--- src/rtl/axi_lite_pkg.sv ---
// Shared types and register-map constants for the AXI4-Lite FIFO slave.
package axi_lite_pkg;

  typedef enum logic [1:0] {
    RespOkay   = 2'b00,
    RespExOkay = 2'b01,
    RespSlvErr = 2'b10,
    RespDecErr = 2'b11
  } resp_t;

  // Register offsets, decoded from ADDR[3:2]
  localparam logic [1:0] REG_DATA   = 2'd0;
  localparam logic [1:0] REG_STATUS = 2'd1;
  localparam logic [1:0] REG_CTRL   = 2'd2;
  localparam logic [1:0] REG_RSVD   = 2'd3;

  localparam int unsigned STATUS_EMPTY   = 0;
  localparam int unsigned STATUS_FULL    = 1;
  localparam int unsigned STATUS_OVF     = 2;
  localparam int unsigned STATUS_CNT_LSB = 8;
  localparam int unsigned STATUS_CNT_W   = 8;

  localparam int unsigned CTRL_FLUSH   = 0;
  localparam int unsigned CTRL_CLR_OVF = 1;

  typedef enum logic {WIdle, WResp} w_state_e;
  typedef enum logic {RIdle, RData} r_state_e;

endpackage

--- src/rtl/axi_lite_fifo_slave_if.sv ---
// AXI4-Lite five-channel bundle with master and slave views.
interface axi_lite_fifo_slave_if #(
  parameter int unsigned ADDR_WIDTH = 32,
  parameter int unsigned DATA_WIDTH = 32
);
  logic [ADDR_WIDTH-1:0]   awaddr;
  logic                    awvalid;
  logic                    awready;
  logic [DATA_WIDTH-1:0]   wdata;
  logic [DATA_WIDTH/8-1:0] wstrb;
  logic                    wvalid;
  logic                    wready;
  logic [1:0]              bresp;
  logic                    bvalid;
  logic                    bready;
  logic [ADDR_WIDTH-1:0]   araddr;
  logic                    arvalid;
  logic                    arready;
  logic [DATA_WIDTH-1:0]   rdata;
  logic [1:0]              rresp;
  logic                    rvalid;
  logic                    rready;

  modport master (
    output awaddr, awvalid, wdata, wstrb, wvalid, bready, araddr, arvalid, rready,
    input  awready, wready, bresp, bvalid, arready, rdata, rresp, rvalid
  );

  modport slave (
    input  awaddr, awvalid, wdata, wstrb, wvalid, bready, araddr, arvalid, rready,
    output awready, wready, bresp, bvalid, arready, rdata, rresp, rvalid
  );
endinterface

--- src/rtl/sync_fifo.sv ---
// Single-clock FIFO with combinational head output and synchronous flush.
module sync_fifo #(
  parameter int unsigned DEPTH      = 16,
  parameter int unsigned DATA_WIDTH = 32,
  localparam int unsigned PtrW      = $clog2(DEPTH),
  localparam int unsigned CntW      = $clog2(DEPTH) + 1
) (
  input  logic                  clk,
  input  logic                  rst_n,
  input  logic                  push,
  input  logic                  pop,
  input  logic                  flush,
  input  logic [DATA_WIDTH-1:0] wdata,
  output logic [DATA_WIDTH-1:0] rdata,
  output logic                  full,
  output logic                  empty,
  output logic [CntW-1:0]       count
);
  logic [DATA_WIDTH-1:0] mem_q [DEPTH];
  logic [PtrW-1:0]       wr_ptr_q, rd_ptr_q;
  logic [CntW-1:0]       count_q;
  logic                  do_push, do_pop;

  assign full  = (count_q == CntW'(DEPTH));
  assign empty = (count_q == '0);
  assign count = count_q;
  assign rdata = mem_q[rd_ptr_q];

  // A pop frees a slot on the same edge, so a push into a full FIFO is legal then
  assign do_push = push && (!full || pop);
  assign do_pop  = pop && !empty;

  always_ff @(posedge clk or negedge rst_n) begin
    if (!rst_n) begin
      wr_ptr_q <= '0;
      rd_ptr_q <= '0;
      count_q  <= '0;
      for (int i = 0; i < DEPTH; i++) mem_q[i] <= '0;
    end else if (flush) begin
      wr_ptr_q <= '0;
      rd_ptr_q <= '0;
      count_q  <= '0;
    end else begin
      if (do_push) begin
        mem_q[wr_ptr_q] <= wdata;
        wr_ptr_q        <= wr_ptr_q + PtrW'(1);
      end
      if (do_pop) rd_ptr_q <= rd_ptr_q + PtrW'(1);
      count_q <= count_q + CntW'(do_push) - CntW'(do_pop);
    end
  end
endmodule

--- src/rtl/axi_lite_fifo_slave.sv ---
// AXI4-Lite slave exposing a memory-mapped FIFO (DATA/STATUS/CTRL/reserved).
module axi_lite_fifo_slave #(
  parameter int unsigned DATA_WIDTH = 32,
  parameter int unsigned ADDR_WIDTH = 32,
  parameter int unsigned DEPTH      = 16
) (
  input logic                  aclk,
  input logic                  aresetn,
  axi_lite_fifo_slave_if.slave axi
);
  import axi_lite_pkg::*;

  localparam int unsigned StrbW = DATA_WIDTH / 8;
  localparam int unsigned CntW  = $clog2(DEPTH) + 1;

  w_state_e              w_state_q, w_state_d;
  logic                  aw_done_q, aw_done_d, w_done_q, w_done_d;
  logic                  awready_q, awready_d, wready_q, wready_d;
  logic                  bvalid_q, bvalid_d;
  resp_t                 bresp_q, bresp_d, wr_resp;
  logic [1:0]            waddr_q;
  logic [DATA_WIDTH-1:0] wdata_q;
  logic [StrbW-1:0]      wstrb_q;
  logic                  ovf_q, ovf_d;
  logic                  aw_fire, w_fire, w_commit;

  r_state_e              r_state_q, r_state_d;
  logic                  arready_q, arready_d, rvalid_q, rvalid_d;
  logic [DATA_WIDTH-1:0] rdata_q, rdata_d, rd_word, status_word;
  resp_t                 rresp_q, rresp_d, rd_resp;
  logic                  ar_fire, pop_fire;

  logic                  fifo_push, fifo_flush, fifo_full, fifo_empty;
  logic [DATA_WIDTH-1:0] fifo_rdata;
  logic [CntW-1:0]       fifo_count;
  logic                  wr_data_sel, wr_ctrl_sel, wr_has_strb, push_blocked, ovf_set, ovf_clr;

  logic unused_addr;
  assign unused_addr = ^{axi.awaddr[ADDR_WIDTH-1:4], axi.awaddr[1:0],
                         axi.araddr[ADDR_WIDTH-1:4], axi.araddr[1:0]};

  sync_fifo #(
    .DEPTH      (DEPTH),
    .DATA_WIDTH (DATA_WIDTH)
  ) u_fifo (
    .clk   (aclk),
    .rst_n (aresetn),
    .push  (fifo_push),
    .pop   (pop_fire),
    .flush (fifo_flush),
    .wdata (wdata_q),
    .rdata (fifo_rdata),
    .full  (fifo_full),
    .empty (fifo_empty),
    .count (fifo_count)
  );

  assign aw_fire  = axi.awvalid && awready_q;
  assign w_fire   = axi.wvalid && wready_q;
  assign ar_fire  = axi.arvalid && arready_q;
  assign pop_fire = ar_fire && (axi.araddr[3:2] == REG_DATA) && !fifo_empty;

  // Write-side decode of the latched AW/W beat
  assign wr_data_sel  = (waddr_q == REG_DATA);
  assign wr_ctrl_sel  = (waddr_q == REG_CTRL);
  assign wr_has_strb  = |wstrb_q;
  assign push_blocked = fifo_full && !pop_fire;
  assign wr_resp      = (wr_data_sel && wr_has_strb && push_blocked) ? RespSlvErr : RespOkay;
  assign fifo_push    = w_commit && wr_data_sel && wr_has_strb && !push_blocked;
  assign ovf_set      = w_commit && wr_data_sel && wr_has_strb && push_blocked;
  assign fifo_flush   = w_commit && wr_ctrl_sel && wstrb_q[0] && wdata_q[CTRL_FLUSH];
  assign ovf_clr      = w_commit && wr_ctrl_sel && wstrb_q[0] && wdata_q[CTRL_CLR_OVF];

  always_comb begin
    w_state_d = w_state_q;
    aw_done_d = aw_done_q;
    w_done_d  = w_done_q;
    bvalid_d  = bvalid_q;
    bresp_d   = bresp_q;
    w_commit  = 1'b0;
    unique case (w_state_q)
      WIdle: begin
        if (aw_fire) aw_done_d = 1'b1;
        if (w_fire)  w_done_d  = 1'b1;
        if (aw_done_q && w_done_q) begin
          w_commit  = 1'b1;
          bvalid_d  = 1'b1;
          bresp_d   = wr_resp;
          aw_done_d = 1'b0;
          w_done_d  = 1'b0;
          w_state_d = WResp;
        end
      end
      WResp: begin
        if (axi.bready) begin
          bvalid_d  = 1'b0;
          w_state_d = WIdle;
        end
      end
      default: w_state_d = WIdle;
    endcase
    awready_d = (w_state_d == WIdle) && !aw_done_d;
    wready_d  = (w_state_d == WIdle) && !w_done_d;
    ovf_d     = ovf_set ? 1'b1 : (ovf_clr ? 1'b0 : ovf_q);
  end

  always_comb begin
    status_word = '0;
    status_word[STATUS_EMPTY] = fifo_empty;
    status_word[STATUS_FULL]  = fifo_full;
    status_word[STATUS_OVF]   = ovf_q;
    status_word[STATUS_CNT_LSB +: STATUS_CNT_W] = STATUS_CNT_W'(fifo_count);
  end

  always_comb begin
    rd_word = '0;
    rd_resp = RespOkay;
    unique case (axi.araddr[3:2])
      REG_DATA: begin
        if (fifo_empty) rd_resp = RespSlvErr;
        else            rd_word = fifo_rdata;
      end
      REG_STATUS:         rd_word = status_word;
      REG_CTRL, REG_RSVD: rd_word = '0;
      default:            rd_word = '0;
    endcase
  end

  always_comb begin
    r_state_d = r_state_q;
    rvalid_d  = rvalid_q;
    rdata_d   = rdata_q;
    rresp_d   = rresp_q;
    unique case (r_state_q)
      RIdle: begin
        if (ar_fire) begin
          rvalid_d  = 1'b1;
          rdata_d   = rd_word;
          rresp_d   = rd_resp;
          r_state_d = RData;
        end
      end
      RData: begin
        if (axi.rready) begin
          rvalid_d  = 1'b0;
          r_state_d = RIdle;
        end
      end
      default: r_state_d = RIdle;
    endcase
    arready_d = (r_state_d == RIdle);
  end

  always_ff @(posedge aclk or negedge aresetn) begin
    if (!aresetn) begin
      w_state_q <= WIdle;
      aw_done_q <= 1'b0;
      w_done_q  <= 1'b0;
      awready_q <= 1'b0;
      wready_q  <= 1'b0;
      bvalid_q  <= 1'b0;
      bresp_q   <= RespOkay;
      waddr_q   <= '0;
      wdata_q   <= '0;
      wstrb_q   <= '0;
      ovf_q     <= 1'b0;
      r_state_q <= RIdle;
      arready_q <= 1'b0;
      rvalid_q  <= 1'b0;
      rdata_q   <= '0;
      rresp_q   <= RespOkay;
    end else begin
      w_state_q <= w_state_d;
      aw_done_q <= aw_done_d;
      w_done_q  <= w_done_d;
      awready_q <= awready_d;
      wready_q  <= wready_d;
      bvalid_q  <= bvalid_d;
      bresp_q   <= bresp_d;
      ovf_q     <= ovf_d;
      r_state_q <= r_state_d;
      arready_q <= arready_d;
      rvalid_q  <= rvalid_d;
      rdata_q   <= rdata_d;
      rresp_q   <= rresp_d;
      if (aw_fire) waddr_q <= axi.awaddr[3:2];
      if (w_fire) begin
        wdata_q <= axi.wdata;
        wstrb_q <= axi.wstrb;
      end
    end
  end

  assign axi.awready = awready_q;
  assign axi.wready  = wready_q;
  assign axi.bvalid  = bvalid_q;
  assign axi.bresp   = bresp_q;
  assign axi.arready = arready_q;
  assign axi.rvalid  = rvalid_q;
  assign axi.rdata   = rdata_q;
  assign axi.rresp   = rresp_q;
endmodule

--- src/flat_wrapper.sv ---
// flat-port wrapper written by rule: the top's interface ports become plain ports
module axi_lite_fifo_slave_flat import axi_lite_pkg::*;
#(
  parameter int unsigned DATA_WIDTH = 32,
  parameter int unsigned ADDR_WIDTH = 32,
  parameter int unsigned DEPTH      = 16
)
  (aclk, aresetn, axi_awaddr, axi_awvalid, axi_wdata, axi_wstrb, axi_wvalid, axi_bready, axi_araddr, axi_arvalid, axi_rready, axi_awready, axi_wready, axi_bresp, axi_bvalid, axi_arready, axi_rdata, axi_rresp, axi_rvalid);
  axi_lite_fifo_slave_if #(.ADDR_WIDTH(ADDR_WIDTH), .DATA_WIDTH(DATA_WIDTH)) axi_i ();
  input logic aclk;
  input logic aresetn;
  input wire logic [$bits(axi_i.awaddr)-1:0] axi_awaddr;
  input wire logic [$bits(axi_i.awvalid)-1:0] axi_awvalid;
  input wire logic [$bits(axi_i.wdata)-1:0] axi_wdata;
  input wire logic [$bits(axi_i.wstrb)-1:0] axi_wstrb;
  input wire logic [$bits(axi_i.wvalid)-1:0] axi_wvalid;
  input wire logic [$bits(axi_i.bready)-1:0] axi_bready;
  input wire logic [$bits(axi_i.araddr)-1:0] axi_araddr;
  input wire logic [$bits(axi_i.arvalid)-1:0] axi_arvalid;
  input wire logic [$bits(axi_i.rready)-1:0] axi_rready;
  output wire logic [$bits(axi_i.awready)-1:0] axi_awready;
  output wire logic [$bits(axi_i.wready)-1:0] axi_wready;
  output wire logic [$bits(axi_i.bresp)-1:0] axi_bresp;
  output wire logic [$bits(axi_i.bvalid)-1:0] axi_bvalid;
  output wire logic [$bits(axi_i.arready)-1:0] axi_arready;
  output wire logic [$bits(axi_i.rdata)-1:0] axi_rdata;
  output wire logic [$bits(axi_i.rresp)-1:0] axi_rresp;
  output wire logic [$bits(axi_i.rvalid)-1:0] axi_rvalid;
  assign axi_i.awaddr = axi_awaddr;
  assign axi_i.awvalid = axi_awvalid;
  assign axi_i.wdata = axi_wdata;
  assign axi_i.wstrb = axi_wstrb;
  assign axi_i.wvalid = axi_wvalid;
  assign axi_i.bready = axi_bready;
  assign axi_i.araddr = axi_araddr;
  assign axi_i.arvalid = axi_arvalid;
  assign axi_i.rready = axi_rready;
  assign axi_awready = axi_i.awready;
  assign axi_wready = axi_i.wready;
  assign axi_bresp = axi_i.bresp;
  assign axi_bvalid = axi_i.bvalid;
  assign axi_arready = axi_i.arready;
  assign axi_rdata = axi_i.rdata;
  assign axi_rresp = axi_i.rresp;
  assign axi_rvalid = axi_i.rvalid;
  axi_lite_fifo_slave #(.DATA_WIDTH(DATA_WIDTH), .ADDR_WIDTH(ADDR_WIDTH), .DEPTH(DEPTH)) u_core (.aclk(aclk), .aresetn(aresetn), .axi(axi_i));
endmodule
--- config.mk ---
export PLATFORM = sky130hd
export DESIGN_NAME = axi_lite_fifo_slave_flat
export DESIGN_NICKNAME = d
export VERILOG_FILES = /design/src/rtl/axi_lite_pkg.sv /design/src/rtl/axi_lite_fifo_slave_if.sv /design/src/rtl/sync_fifo.sv /design/src/rtl/axi_lite_fifo_slave.sv /design/src/flat_wrapper.sv
export SDC_FILE = /design/constraint.sdc
export NUM_CORES = 1
export LEC_CHECK = 0
export BUFFER_PORTS_ARGS = -buffer_cell sky130_fd_sc_hd__buf_2
export CAP_MARGIN = 20
export CORE_ASPECT_RATIO = 1.2
export CORE_MARGIN = 3
export CORE_UTILIZATION = 30
export CTS_CLUSTER_DIAMETER = 40
export DETAILED_ROUTE_END_ITERATION = 8
export PLACE_DENSITY = 0.52
export SYNTH_ARGS = -nofsm -noshare
export SYNTH_HDL_FRONTEND = slang
export SYNTH_SLANG_ARGS = --single-unit
export TNS_END_PERCENT = 10
--- constraint.sdc ---
create_clock -name aclk -period 3.7 [get_ports aclk]
set_clock_uncertainty 0.1 [all_clocks]
set_input_delay 0 -clock aclk [delete_from_list [all_inputs] [get_ports aclk]]
set_output_delay 0 -clock aclk [all_outputs]
set_load 0.03 [all_outputs]
# [After elaboration in Yosys (flattened, before gate mapping)]
# Index checks and enable logic that the tools add are counted.
[totals] reg_bits=609 in_bits=107 output_inout_bits=41 elab_cells=137
[classes] n_addsub=4 n_lt_le_gt_ge=3 n_eq_ne=9 n_mux=37 bitwise_logic=7 reduce_logical=42
[op_table] op="$bwmux 512" count=1
[op_table] op="$bmux 32 s4" count=1
[op_table] op="$demux 32 s4" count=1
[op_table] op="$mux 32" count=4
[op_table] op="$pmux 32 s3" count=1
[op_table] op="$logic_and 1x1->1" count=22
[op_table] op="$mux 1" count=17
[op_table] op="$mux 4" count=4
[op_table] op="$ge 5x5->1 const B" count=2
[op_table] op="$not 4->5" count=2
[op_table] op="$reduce_and 2->1" count=5
[op_table] op="$add 4x1->4 const B" count=2
[op_table] op="$pmux 1 s2" count=4
[op_table] op="$eq 2x2->1 const B" count=3
[op_table] op="$logic_not 1->1" count=6
[op_table] op="$mux 2" count=3
[op_table] op="$reduce_bool 2->1" count=3
[op_table] op="$add 5x1->5" count=1
[op_table] op="$eq 5x5->1 const B" count=1
[op_table] op="$logic_not 5->1" count=1
[op_table] op="$lt 5x1->1 const B" count=1
[op_table] op="$mux 5" count=1
[op_table] op="$not 1->1" count=5
[op_table] op="$sub 5x1->5" count=1
[op_table] op="other kinds (7)" count=10

# [Logic depth before layout (Yosys ltp)]
# Gate-level depths: netlist of the first run.
[depth] word_depth=11 mapped_depth=15 ltp_nobuf=14

# [Cells and area by module]
# From an unflattened synthesis of the first run, not the netlist that was laid out.
[hier_totals] hier_cells=1847 area_unflattened_um2=27670.3
[modules_own_cells] module="sync_fifo" instances=1 cells_per_inst=1624 area_per_inst_um2=24463.5 seq_area_each_um2=13137.6
[modules_own_cells] module="axi_lite_fifo_slave" instances=1 cells_per_inst=223 area_per_inst_um2=3206.8 seq_area_each_um2=2052.0

# [Worst setup path after synthesis of the first run]
# OpenSTA, ideal clock, no wires.
[synth_timing] kind="reg-to-reg" from="register u_core.arready_q, in the netlist u_core.axi.arready" to="register u_core.u_fifo.count_q[4], in the netlist u_core.u_fifo.count[4]" setup_ps=135 arrival_time_ps=3121 required_time_ps=3465 setup_slack_ps=343 path_stages_with_launch=14 n_path_buf=1 synth_period_minus_slack_ps=3357 path_cell_list="dfrtp_1 -> nand4bb_1 -> a2111oi_2 -> buf_2 -> inv_2 -> ha_1 -> inv_1 -> ha_1 -> inv_1 -> fa_1 -> nor2b_1 -> o21bai_1 -> a21oi_1 -> nor3b_1"
[synth_between] elab_chain_len=11 word_cells_on_any_way=13 cone_classes="add/sub: 2; mux: 1; reduce/logical: 10"
[synth_rtl] item="start, declared" line="axi_lite_fifo_slave.sv:28" rtl="logic arready_q, arready_d, rvalid_q, rvalid_d;"
[synth_rtl] item="start signal, assigned" line="axi_lite_fifo_slave.sv:182" rtl="arready_q <= arready_d;"
[synth_rtl] item="$logic_and 1x1->1 *" line="axi_lite_fifo_slave.sv:60" rtl="assign ar_fire = axi.arvalid && arready_q;"
[synth_rtl] item="$logic_and 1x1->1 * (2 in series)" line="axi_lite_fifo_slave.sv:61" rtl="assign pop_fire = ar_fire && (axi.araddr[3:2] == REG_DATA) && !fifo_empty;"
[synth_rtl] item="$logic_not 1->1" line="axi_lite_fifo_slave.sv:67" rtl="assign push_blocked = fifo_full && !pop_fire;"
[synth_rtl] item="$logic_and 1x1->1" line="axi_lite_fifo_slave.sv:67"
[synth_rtl] item="$logic_not 1->1" line="axi_lite_fifo_slave.sv:69" rtl="assign fifo_push = w_commit && wr_data_sel && wr_has_strb && !push_blocked;"
[synth_rtl] item="$logic_and 1x1->1" line="axi_lite_fifo_slave.sv:69"
[synth_rtl] item="$logic_and 1x1->1" line="sync_fifo.sv:30" rtl="assign do_push = push && (!full || pop);"
[synth_rtl] item="$add 5x1->5" line="sync_fifo.sv:49" rtl="count_q <= count_q + CntW'(do_push) - CntW'(do_pop);"
[synth_rtl] item="$sub 5x1->5 *" line="sync_fifo.sv:49"
[synth_rtl] item="$mux 5 *" line="sync_fifo.sv:39" rtl="end else if (flush) begin"
[synth_rtl] item="end signal, assigned" line="sync_fifo.sv:49"
[synth_rtl] item="end, declared" line="sync_fifo.sv:21" rtl="logic [CntW-1:0] count_q;"
# Every way passes the cells marked *; elsewhere a longest branch is shown, timed or not.
# A chain may end at the register's enable or synchronous reset.

# [Worst setup path in the final report of the first run]
[layout_timing] from="register u_core.u_fifo.count_q[3], in the netlist u_core.u_fifo.count[3]" to="register u_core.u_fifo.count_q[4], in the netlist u_core.u_fifo.count[4]"
[layout_between] elab_chain_len=11 word_cells_on_any_way=15 cone_classes="add/sub: 2; eq/ne: 1; mux: 1; reduce/logical: 11"
[layout_rtl] item="$logic_not 5->1" line="sync_fifo.sv:25" rtl="assign empty = (count_q == '0);"
[layout_rtl] item="$logic_not 1->1" line="sync_fifo.sv:31, axi_lite_fifo_slave.sv:61"
[layout_rtl] item="$logic_and 1x1->1" line="axi_lite_fifo_slave.sv:61"
[layout_rtl] item="$logic_not 1->1" line="axi_lite_fifo_slave.sv:67"
[layout_rtl] item="$logic_and 1x1->1" line="axi_lite_fifo_slave.sv:67"
[layout_rtl] item="$logic_not 1->1" line="axi_lite_fifo_slave.sv:69"
[layout_rtl] item="$logic_and 1x1->1" line="axi_lite_fifo_slave.sv:69"
[layout_rtl] item="$logic_and 1x1->1" line="sync_fifo.sv:30"
[layout_rtl] item="$add 5x1->5" line="sync_fifo.sv:49"
[layout_rtl] item="$sub 5x1->5 *" line="sync_fifo.sv:49"
[layout_rtl] item="$mux 5 *" line="sync_fifo.sv:39"
# Marked as above.

==> results of run 1 <==
## layer usage
| layer | GRT usage, % | part of all wire, % |
|---|---|---|
| met3 | 2.331 | 3.2 |
| met1 | 19.82 | 44 |
| met5 | 0 | 0 |
| met2 | 25.88 | 50 |
| met4 | 5.461 | 3.0 |
## synth_stat cells, types with 3 or more instances
cell type  number  area [um^2]
a221oi_1        6        52.55
nand2_1        37        138.9
clkbuf_1       98        367.9
ha_1           11        137.6
nand4_1         3        18.77
nand3_1        24        120.1
and3_1          7        43.79
and2_1          3        18.77
xnor2_1         4        35.03
mux2i_1        14        140.1
nor4_1          3        18.77
buf_2           4        20.02
o21ai_0        12        60.06
nor3_1          6        30.03
a22o_1         25        219.0
a22oi_1        49        367.9
a21oi_1        10        50.05
nor2_1         19        71.32
mux4_2        124         2793
buf_1          37        138.9
mux2_2        404         4549
mux2_1        155         1745
dfrtp_1       607        15190
inv_1          13        48.80
nor2b_1         8        50.05
## path summary, 6_finish.rpt
path / start / cells past startpoint / end / slack (ns)
max reg2reg: u_core.u_fifo.count[3] / 15 / u_core.u_fifo.count[4] / 0.60
max in group asynchronous: aresetn / 5 / u_core.u_fifo.mem_q[259] / 2.08
min reg2reg: u_core.u_fifo.mem_q[202] / 1 / u_core.u_fifo.mem_q[202] / 0.39
min: axi_bready / 3 / u_core.axi.bvalid / 0.04
max: u_core.u_fifo.count[3] / 15 / u_core.u_fifo.count[4] / 0.60
min in group asynchronous: aresetn / 4 / u_core.u_fifo.mem_q[217] / 0.46
## flip-flops by register name (all words and copies together) (netlist names), 2 cells and up
register and count:
u_core.wdata_q 32, u_core.axi.rdata 32, u_core.u_fifo.wr_ptr_q 4, u_core.u_fifo.mem_q 512, u_core.u_fifo.rd_ptr_q 4, u_core.waddr_q 2
u_core.u_fifo.count 5, u_core.wstrb_q 4
## power breakdown
part	internal [W]	leakage, nW	switching [W]
sequential	0.00837	8.24	0.00176
combinational	0.00307	5.92	0.00271
clock	0.00492	1.39	0.00322
total	0.0164	15.6	0.00769
## logic make-up (layout without fill, tap and decap cells)
group,after synthesis,after routing,synth area share (%)
muxes,697,697,34.58
adders and majority gates,12,12,0.5908
and+or+nand+nor,127,127,2.429
xor gates and xnor gates,5,5,0.1641
other,1,2,0.01405
DFF,607,607,56.92
buffers and inverters,155,385,2.227
AOI/OAI and AO/OA,110,110,3.071
## layout by cell type (no fill, tap or decap), drive strengths merged, types with 5 or more instances in the layout
cell type	synthesis	routed
dfrtp	607	607
buf	43	150
o21ai	12	12
a221oi	6	6
nor2b	8	8
clkbuf	98	101
nor3	6	6
inv	14	27
mux2i	14	14
nor2	19	19
and3	7	7
a22o	25	25
clkinv	0	26
dlygate4sd3	0	63
ha	11	11
mux2	559	559
a22oi	49	49
nand3	24	24
mux4	124	124
a21oi	10	10
bufinv	0	5
clkinvlp	0	13
nand2	37	37
## through the flow
stage	power [W]	area [um^2]	hold slack [ns]	std cells	setup WS (ns)
detailed placement	0.01601	28750	-0.09888	2872	0.5754
floorplan	0.01377	26690	-0.3956	1715	0.3434
CTS	0.02445	32300	0.001324	3094	0.5711
finish	0.02406	32300	0.03770	3094	0.6046
global route	0.02541	32300	0.02200	3094	0.3747
global placement	0.01567	28710	-0.1096	2870	0.6480
## layout make-up
class / instances / area (um^2) / area share (%)
well taps: 1149 / 1438 / 4.450
clock inverters: 57 / 576.8 / 1.786
flip-flops and latches: 607 / 15200 / 47.04
clock buffers: 101 / 2321 / 7.185
repair buffers: 213 / 1707 / 5.283
multi-input cells: 953 / 11010 / 34.09
inverters: 14 / 52.55 / 0.1627
## timing repair
action / CTS / global route
endpoints found under the hold margin: 629 / 0
hold buffers: 64 / 0
endpoints found under the setup margin: 0 / 0
## tightest hold or removal path: cells and delay by family
kind,cells,cell delay [ns]
compound gates,1,0.06
buf+inv,2,0.64
==> impl_metrics.ini, run 1 <==
[global_route]
antenna_found_initial = 2
grt_max_degree = 147
grt_pass1_vias = 17040
grt_pass1_wl_um = 107600
globalRouteTotalUtil_pct = 15.24
grt_overflow = 0

[sta]
tightest_slew_ns = 0.8386
fin_crit_sh_pct = 83.66
hold_violations = 0
drv_slew = 0
rsz0062_at_grt = false
period_needed_ns = 3.095
fin_setup_tns_ns = 0
clock.fmax_mhz = 323.1
slew_headroom_pct = 44.10
finalSetupViolations = 0

[layout]
area.growth.synth_to_final_pct = 21.06
fillers = 8289
diodes = 0
utilization_pct = 36.71
drive_gt1_share_pct = 44.06
design.final.nets = 1993

[synthesis]
synthesis.area_mm2 = 0.02668
synth_area_per_cell_um2 = 15.57
ys_seq_area_share_pct = 56.92
ys.flop_type = dfrtp_1
async_flop_share_pct = 100.0
synth_warnings = 0
synth-edff-count = 0
synthDistinctLibCells = 47
synth-seq-cells = 607
synthCells = 1714

[setup_path]
cp.required_ns = 4.13
crit_family = adder cells
path_buf_inv = 5
path_cells = inv_1, ha_1, nor4bb_1, buf_4, a2111oi_4, inv_2, ha_1, inv_1, ha_1, inv_1, fa_1, nor2b_1, o21bai_1, nand3_1, nor3b_1
critPathLaunchType = flop
crit_path_end_kind = flop
cp.arrival_ns = 3.53
max_stage_delay_ns = 0.41
crit_fanout = 7
critPathSlowestCell = fa_1
crit_type = flop to flop

[place]
dpl.hpwl_um = 40730
gp_congestion = 0.7264
port_buffers = 85

[outcome]
status = complete, no violations

[floorplanning]
die-area_mm2 = 0.09258
die_h_um = 332.7
die-width_um = 278.3
start_util_pct = 30.32
ios = 148
num_rows = 119
core_mm2 = 0.08800

[clock_network]
clock-sinks = 607
ctsHtreeMaxLevel = 3
cts_resized = 0
cts_made_buffers = 85
cts-root-buf = clkbuf_16
clock_path_buffers = 3
clkTransAtPathRegs_ns = 0.06
clkLatencyLatePin_ns = 0.64
post_cts_buffers = 0
cts_tree = yes

[worst_hold_path]
hold_class = primary input to flop

[routing]
drtPass1Iterations = 5
routed_wl_um = 69250
route.vias.total = 15420
drtAntennaViolNets = 0
drt_iter0_markers = 768
drc = 0
avgRoutedWirePerCell_um = 22.38
vias_per_cell = 4.983

[pwr]
irDropWorstVdd_mv = 0.3571
p_leak_nw = 15.56
p_per_area_mw_per_mm2 = 744.7

[job]
maxCapViolations = 0
No activity file was read; power rests on OpenSTA's default activity.
==> run 2: changes to the inputs <==
--- a/config.mk
+++ b/config.mk
@@ -5,6 +5,7 @@
 export SDC_FILE = /design/constraint.sdc
 export NUM_CORES = 1
 export LEC_CHECK = 0
+export ABC_AREA = 1
 export BUFFER_PORTS_ARGS = -buffer_cell sky130_fd_sc_hd__buf_2
 export CAP_MARGIN = 20
 export CORE_ASPECT_RATIO = 1.2
@@ -12,7 +13,7 @@
 export CORE_UTILIZATION = 30
 export CTS_CLUSTER_DIAMETER = 40
 export DETAILED_ROUTE_END_ITERATION = 8
-export PLACE_DENSITY = 0.52
+export PLACE_DENSITY = 0.54
 export SYNTH_ARGS = -nofsm -noshare
 export SYNTH_HDL_FRONTEND = slang
 export SYNTH_SLANG_ARGS = --single-unit
==> constraint.sdc (replaced) <==
create_clock -name aclk -period 2.5 [get_ports aclk]
set_clock_uncertainty 0.1 [all_clocks]
set_input_delay 0 -clock aclk [delete_from_list [all_inputs] [get_ports aclk]]
set_output_delay 0 -clock aclk [all_outputs]
set_load 0.03 [all_outputs]
==> impl_metrics.ini, run 2 <==
[pwr]
power_w = 0.03479
p_per_area_mw_per_mm2 = 1043
irDropWorstVdd_mv = 0.6177
combPwrFrac_pct = 31.7
netSwitchingFraction_pct = 36.87
clock_power_share_pct = 34.6
p_seq_share_pct = 33.7
p_leak_nw = 15.19
switchingPower_w = 0.01283
p_int_w = 0.02197

[setup_path]
crit_type = flop to flop
crit_fanout = 3
critPathLaunchType = flop
cp.arrival_ns = 3.00
cp.required_ns = 2.95
crit_path_end_kind = flop

[sta]
fin_ws_ns = -0.05173
clock.fmax_mhz = 391.9
fin_setup_tns_ns = -0.1419
hold_violations = 0
tightest_slew_ns = 0.6473
finalSetupViolations = 4
hold-worst-slack_ns = 0.02315
slew_headroom_pct = 56.80
drv_slew = 0
fin_crit_sh_pct = 102.1
rsz0062_at_grt = true
period_needed_ns = 2.552

[synthesis]
ys.flop_type = dfrtp_1
synth_warnings = 0
netlist_top_cells_area = dfrtp_1 (55%), o21ai_0 (9.4%), nand2_1 (9.3%), nor2_1 (4.9%), o21ai_1 (4.1%)
synth_common_cells = nand2_1 (681), dfrtp_1 (607), o21ai_0 (513)
synthDistinctLibCells = 38
synth_most_common_cell = nand2_1
synth-edff-count = 0
synth_area_per_cell_um2 = 8.619
ys_seq_area_share_pct = 55.45
synthCells = 3178
async_flop_share_pct = 100.0
synth_top_area_share_pct = 55.45
synth_area_leader_cell = dfrtp_1
synthesis.area_mm2 = 0.02739
synth-seq-cells = 607

[floorplanning]
die-width_um = 281.8
die-area_mm2 = 0.09498
ios = 148
num_rows = 120
core_mm2 = 0.08994
die_h_um = 337.0
start_util_pct = 30.46

[routing]
route.vias.total = 22170
routed_wl_um = 81610
drtAntennaViolNets = 0
vias_per_cell = 4.905
drtPass1Iterations = 5
avgRoutedWirePerCell_um = 18.06
drc = 0
drt_iter0_markers = 1904

[layout]
drive_gt1_share_pct = 13.18
regMostFlops = u_core.u_fifo.mem_q
area.growth.synth_to_final_pct = 21.81
fillers = 9121
largest_reg_flops = 512
design.final.nets = 3417
final_common_cell = nand2_1
diodes = 0
layout_common_cells = nand2_1 (675), dfrtp_1 (603), o21ai_0 (512)

[global_route]
grt_pass1_wl_um = 130600
grt_max_degree = 104
grt_overflow = 0
antenna_found_initial = 0
globalRouteTotalUtil_pct = 17.52
grt_pass1_vias = 22310

[outcome]
violations = setup timing
status = finished, violations left

[place]
port_buffers = 85
post-place-ws_ns = -0.1275
dpl.hpwl_um = 47660
gp_congestion = 0.7609

[clock_network]
clock-sinks = 607
clkLatencyLatePin_ns = 0.63
cts_made_buffers = 79
clock_path_buffers = 3
ctsHtreeMaxLevel = 3
cts_tree = yes
clkTransAtPathRegs_ns = 0.06
cts-root-buf = clkbuf_16

[worst_hold_path]
hold_class = primary input to flop

[job]
maxCapViolations = 0
[run 2: cells by family after synthesis]
kind of cell / Yosys count / share of synthesized area [%]
compound gates: 967 / 19.02
xor+xnor: 5 / 0.1599
fa+ha+maj: 12 / 0.5755
buf+inv: 390 / 6.911
flops: 607 / 55.45
mux: 4 / 0.1644
other cells: 1 / 0.01369
simple gates: 1192 / 17.71
[run 2: cell type report]
cell class	instances	area, um^2	share of cell area, %
sequential	607	15200	45.56
inverter	138	524.3	1.571
clock inverter	48	663.1	1.988
clock buffer	95	2150	6.443
multi-input combinational	2182	10490	31.45
tap	1159	1450	4.346
timing repair buffer	290	2885	8.648
[run 2: per-stage QoR]
step                utilization (%)  std cells  instance area, um^2
detailed placement            32.93       4283                29620
CTS                           37.09       4519                33360
finish                        37.10       4519                33360
floorplan                         -       3179                27490
global route                  37.10       4519                33360
global placement              32.93       4283                29620
[run 2: metal layers]
| metal | wire length, um | GRT usage, % | vias up |
|---|---|---|---|
| met5 | 0 | 0 | - |
| met2 | 39640 | 30.01 | 444 |
| li1 | - | - | 10780 |
| met1 | 36300 | 22.52 | 10800 |
| met4 | 2808 | 7.091 | 0 |
| met3 | 2855 | 1.988 | 143 |
[run 2: power by group through the flow]
stage	Sequential (W)	Clock, W	Combinational (W)
after floorplan	0.0123	0	0.00658
final	0.0117	0.0120	0.0110
after CTS	0.0117	0.0123	0.0112
after global placement	0.0118	0	0.0107
after detailed placement	0.0119	0	0.0108
after global routing	0.0119	0.0127	0.0124
[run 2: final timing paths]
check	from	end	slack (ns)	cells after the start
max	u_core.u_fifo.count[2]	u_core.u_fifo.count[4]	-0.05	21
max reg2reg	u_core.u_fifo.count[2]	u_core.u_fifo.count[4]	-0.05	21
max in group asynchronous	aresetn	u_core.u_fifo.mem_q[77]	1.22	4
min reg2reg	u_core.axi.rdata[22]	u_core.axi.rdata[22]	0.37	2
min in group asynchronous	aresetn	u_core.wdata_q[24]	0.54	4
min	axi_wvalid	u_core.wstrb_q[3]	0.02	3
[run 2: worst max-delay path: stages (launching register included)]
cell     delay (ns)
dfrtp_1        0.38
inv_2          0.09
ha_4           0.14
nand2_4        0.05
nor2_4         0.08
nand2_2        0.07
nand2_2        0.08
inv_2          0.05
nand2_4        0.09
nand2_8        0.07
nand2_8        0.07
ha_4           0.19
inv_2          0.06
ha_4           0.12
inv_2          0.04
fa_2           0.34
inv_2          0.07
a21oi_2        0.05
nor2_1         0.08
nor2_1         0.05
xor2_1         0.13
nor2_1         0.10
[run 2: timing repair]
action	in CTS	in global routing
endpoints found under the hold margin	676	0
hold buffers	77	0
endpoints found under the setup margin	3	5
buffers inserted	16	0
pin swaps	7	0
gates resized for setup	6	3
==> run 3: changes to the inputs <==
--- a/config.mk
+++ b/config.mk
@@ -14,6 +14,7 @@
 export CTS_CLUSTER_DIAMETER = 40
 export DETAILED_ROUTE_END_ITERATION = 8
 export PLACE_DENSITY = 0.54
+export REMOVE_ABC_BUFFERS = 1
 export SYNTH_ARGS = -nofsm -noshare
 export SYNTH_HDL_FRONTEND = slang
 export SYNTH_SLANG_ARGS = --single-unit
==> impl_metrics.ini, run 3 (same netlist as run 2, synthesis figures left out) <==
[outcome]
status = finished, violations left
violations = setup timing

[pwr]
p_per_area_mw_per_mm2 = 1061
netSwitchingFraction_pct = 36.93
clock_power_share_pct = 36.1
p_seq_share_pct = 32.7
p_int_w = 0.02267
combPwrFrac_pct = 31.2
p_leak_nw = 15.41
power_w = 0.03593
switchingPower_w = 0.01327
irDropWorstVdd_mv = 0.5619

[global_route]
globalRouteTotalUtil_pct = 17.55
antenna_found_initial = 0
grt_pass1_vias = 22060
grt_max_degree = 124
grt_overflow = 0
grt_pass1_wl_um = 130700

[setup_path]
critPathSlowestCell = dfrtp_1
cp.required_ns = 2.94
path_buf_inv = 8
path_cells = inv_2, ha_4, nand2_4, nor2_4, nand2_2, nand2_2, inv_2, nand2_4, nand2_4, nand2_4, ha_4, inv_4, ha_4, inv_4, fa_2, inv_2, buf_4, buf_4, or2_4, nand3_2, inv_2
crit_fanout = 3
cp.arrival_ns = 3.07
crit_family = adder cells
crit_type = flop to flop
crit_path_end_kind = flop
critPathLaunchType = flop
max_stage_delay_ns = 0.36

[layout]
regMostFlops = u_core.u_fifo.mem_q
largest_reg_flops = 512
stdcell_count = 4565
utilization_pct = 37.66
fillers = 9149
area.growth.synth_to_final_pct = 23.64
final_common_cell = nand2_1
layout_common_cells = nand2_1 (675), dfrtp_1 (603), o21ai_0 (512)
design.final.nets = 3450
diodes = 0
drive_gt1_share_pct = 14.39

[floorplanning]
die-area_mm2 = 0.09498
ios = 148
num_rows = 120
start_util_pct = 30.46
die-width_um = 281.8
core_mm2 = 0.08994
die_h_um = 337.0

[place]
dpl.hpwl_um = 46860
gp_congestion = 0.7578
placedCellCount = 4294
port_buffers = 85
post-place-ws_ns = -0.3566

[sta]
finalSetupViolations = 3
period_needed_ns = 2.638
hold_violations = 0
fin_ws_ns = -0.1381
clock.fmax_mhz = 379.1
rsz0062_at_grt = true
fin_crit_sh_pct = 105.5
fin_setup_tns_ns = -0.3136
slew_headroom_pct = 53.88
drv_slew = 0
tightest_slew_ns = 0.6855

[clock_network]
cts-root-buf = clkbuf_16
cts_tree = yes
clock_path_buffers = 3
clock-sinks = 607
cts_made_buffers = 90
clkLatencyLatePin_ns = 0.65
ctsHtreeMaxLevel = 3
clkTransAtPathRegs_ns = 0.06

[worst_hold_path]
hold_class = primary input to flop

[routing]
routed_wl_um = 82530
drc = 0
drtPass1Iterations = 5
route.vias.total = 22490
drtAntennaViolNets = 0
avgRoutedWirePerCell_um = 18.08
drt_iter0_markers = 1862
vias_per_cell = 4.927

[job]
maxCapViolations = 0
run 3: cell count changes in the layout (fill, tap and decap cells not counted), sizes merged:
cell,change
dlygate4sd3,+1
buf,+21
clkbuf,+13
clkinv,+3
inv,+5
clkinvlp,+6
bufinv,-3
run 3: power groups by stage:
stage               sequential (W)  combinational (W)  clock (W)
global route                0.0119             0.0126     0.0137
finish                      0.0117             0.0112     0.0130
global placement            0.0119             0.0107          0
floorplan                   0.0128            0.00581          0
detailed placement          0.0119             0.0107          0
CTS                         0.0117             0.0113     0.0133
run 3: final timing paths:
kind | startpoint | slack, ns | depth (start not counted) | end
hold / removal | axi_wdata[27] | 0.04 | 4 | u_core.wdata_q[27]
setup / recovery | u_core.u_fifo.count[3] | -0.14 | 21 | u_core.u_fifo.count[2]
hold reg to reg | u_core.u_fifo.mem_q[254] | 0.37 | 2 | u_core.u_fifo.mem_q[254]
min in group asynchronous | aresetn | 0.06 | 3 | u_core.u_fifo.mem_q[46]
max in group asynchronous | aresetn | 1.78 | 3 | u_core.u_fifo.mem_q[488]
setup reg to reg | u_core.u_fifo.count[3] | -0.14 | 21 | u_core.u_fifo.count[2]
run 3: final cells by class:
class	count	area, um^2	area share, %
Inverter	138	534.3	1.578
Clock buffer	108	2420	7.145
Tap cell	1159	1450	4.282
Timing Repair Buffer	312	3082	9.099
Multi-Input combinational cell	2182	10480	30.94
Clock inverter	59	703.2	2.076
Sequential cell	607	15200	44.88
run 3: timing repair:
item / in CTS / in global routing
hold buffers: 78 / 0
setup buffers: 26 / 3
pin swaps: 11 / 13
setup endpoints to repair: 4 / 68
hold endpoints to repair: 664 / 0
resized for setup: 32 / 6
run 3: tightest hold or removal path, stage by stage:
cell and delay [ns]:
dlygate4sd3_1 0.52, buf_2 0.09, nor2_1 0.03, a21oi_1 0.09
run 3: through the flow:
step | area (um^2) | hold WS, ns
final | 33870 | 0.04290
after global routing | 33870 | 0.06283
after CTS | 33860 | 0.001495
after detailed placement | 29640 | -0.06453
after global placement | 29640 | -0.07069
after floorplan | 26020 | -0.3956
run 3: per-layer routing:
| metal | wire (um) | vias to the layer above | global-route usage (%) |
|---|---|---|---|
| met2 | 38070 | 512 | 28.39 |
| met5 | 0 | - | 0 |
| met4 | 1520 | 0 | 4.535 |
| met1 | 39090 | 11030 | 24.67 |
| met3 | 3842 | 101 | 2.528 |
| li1 | - | 10850 | - |
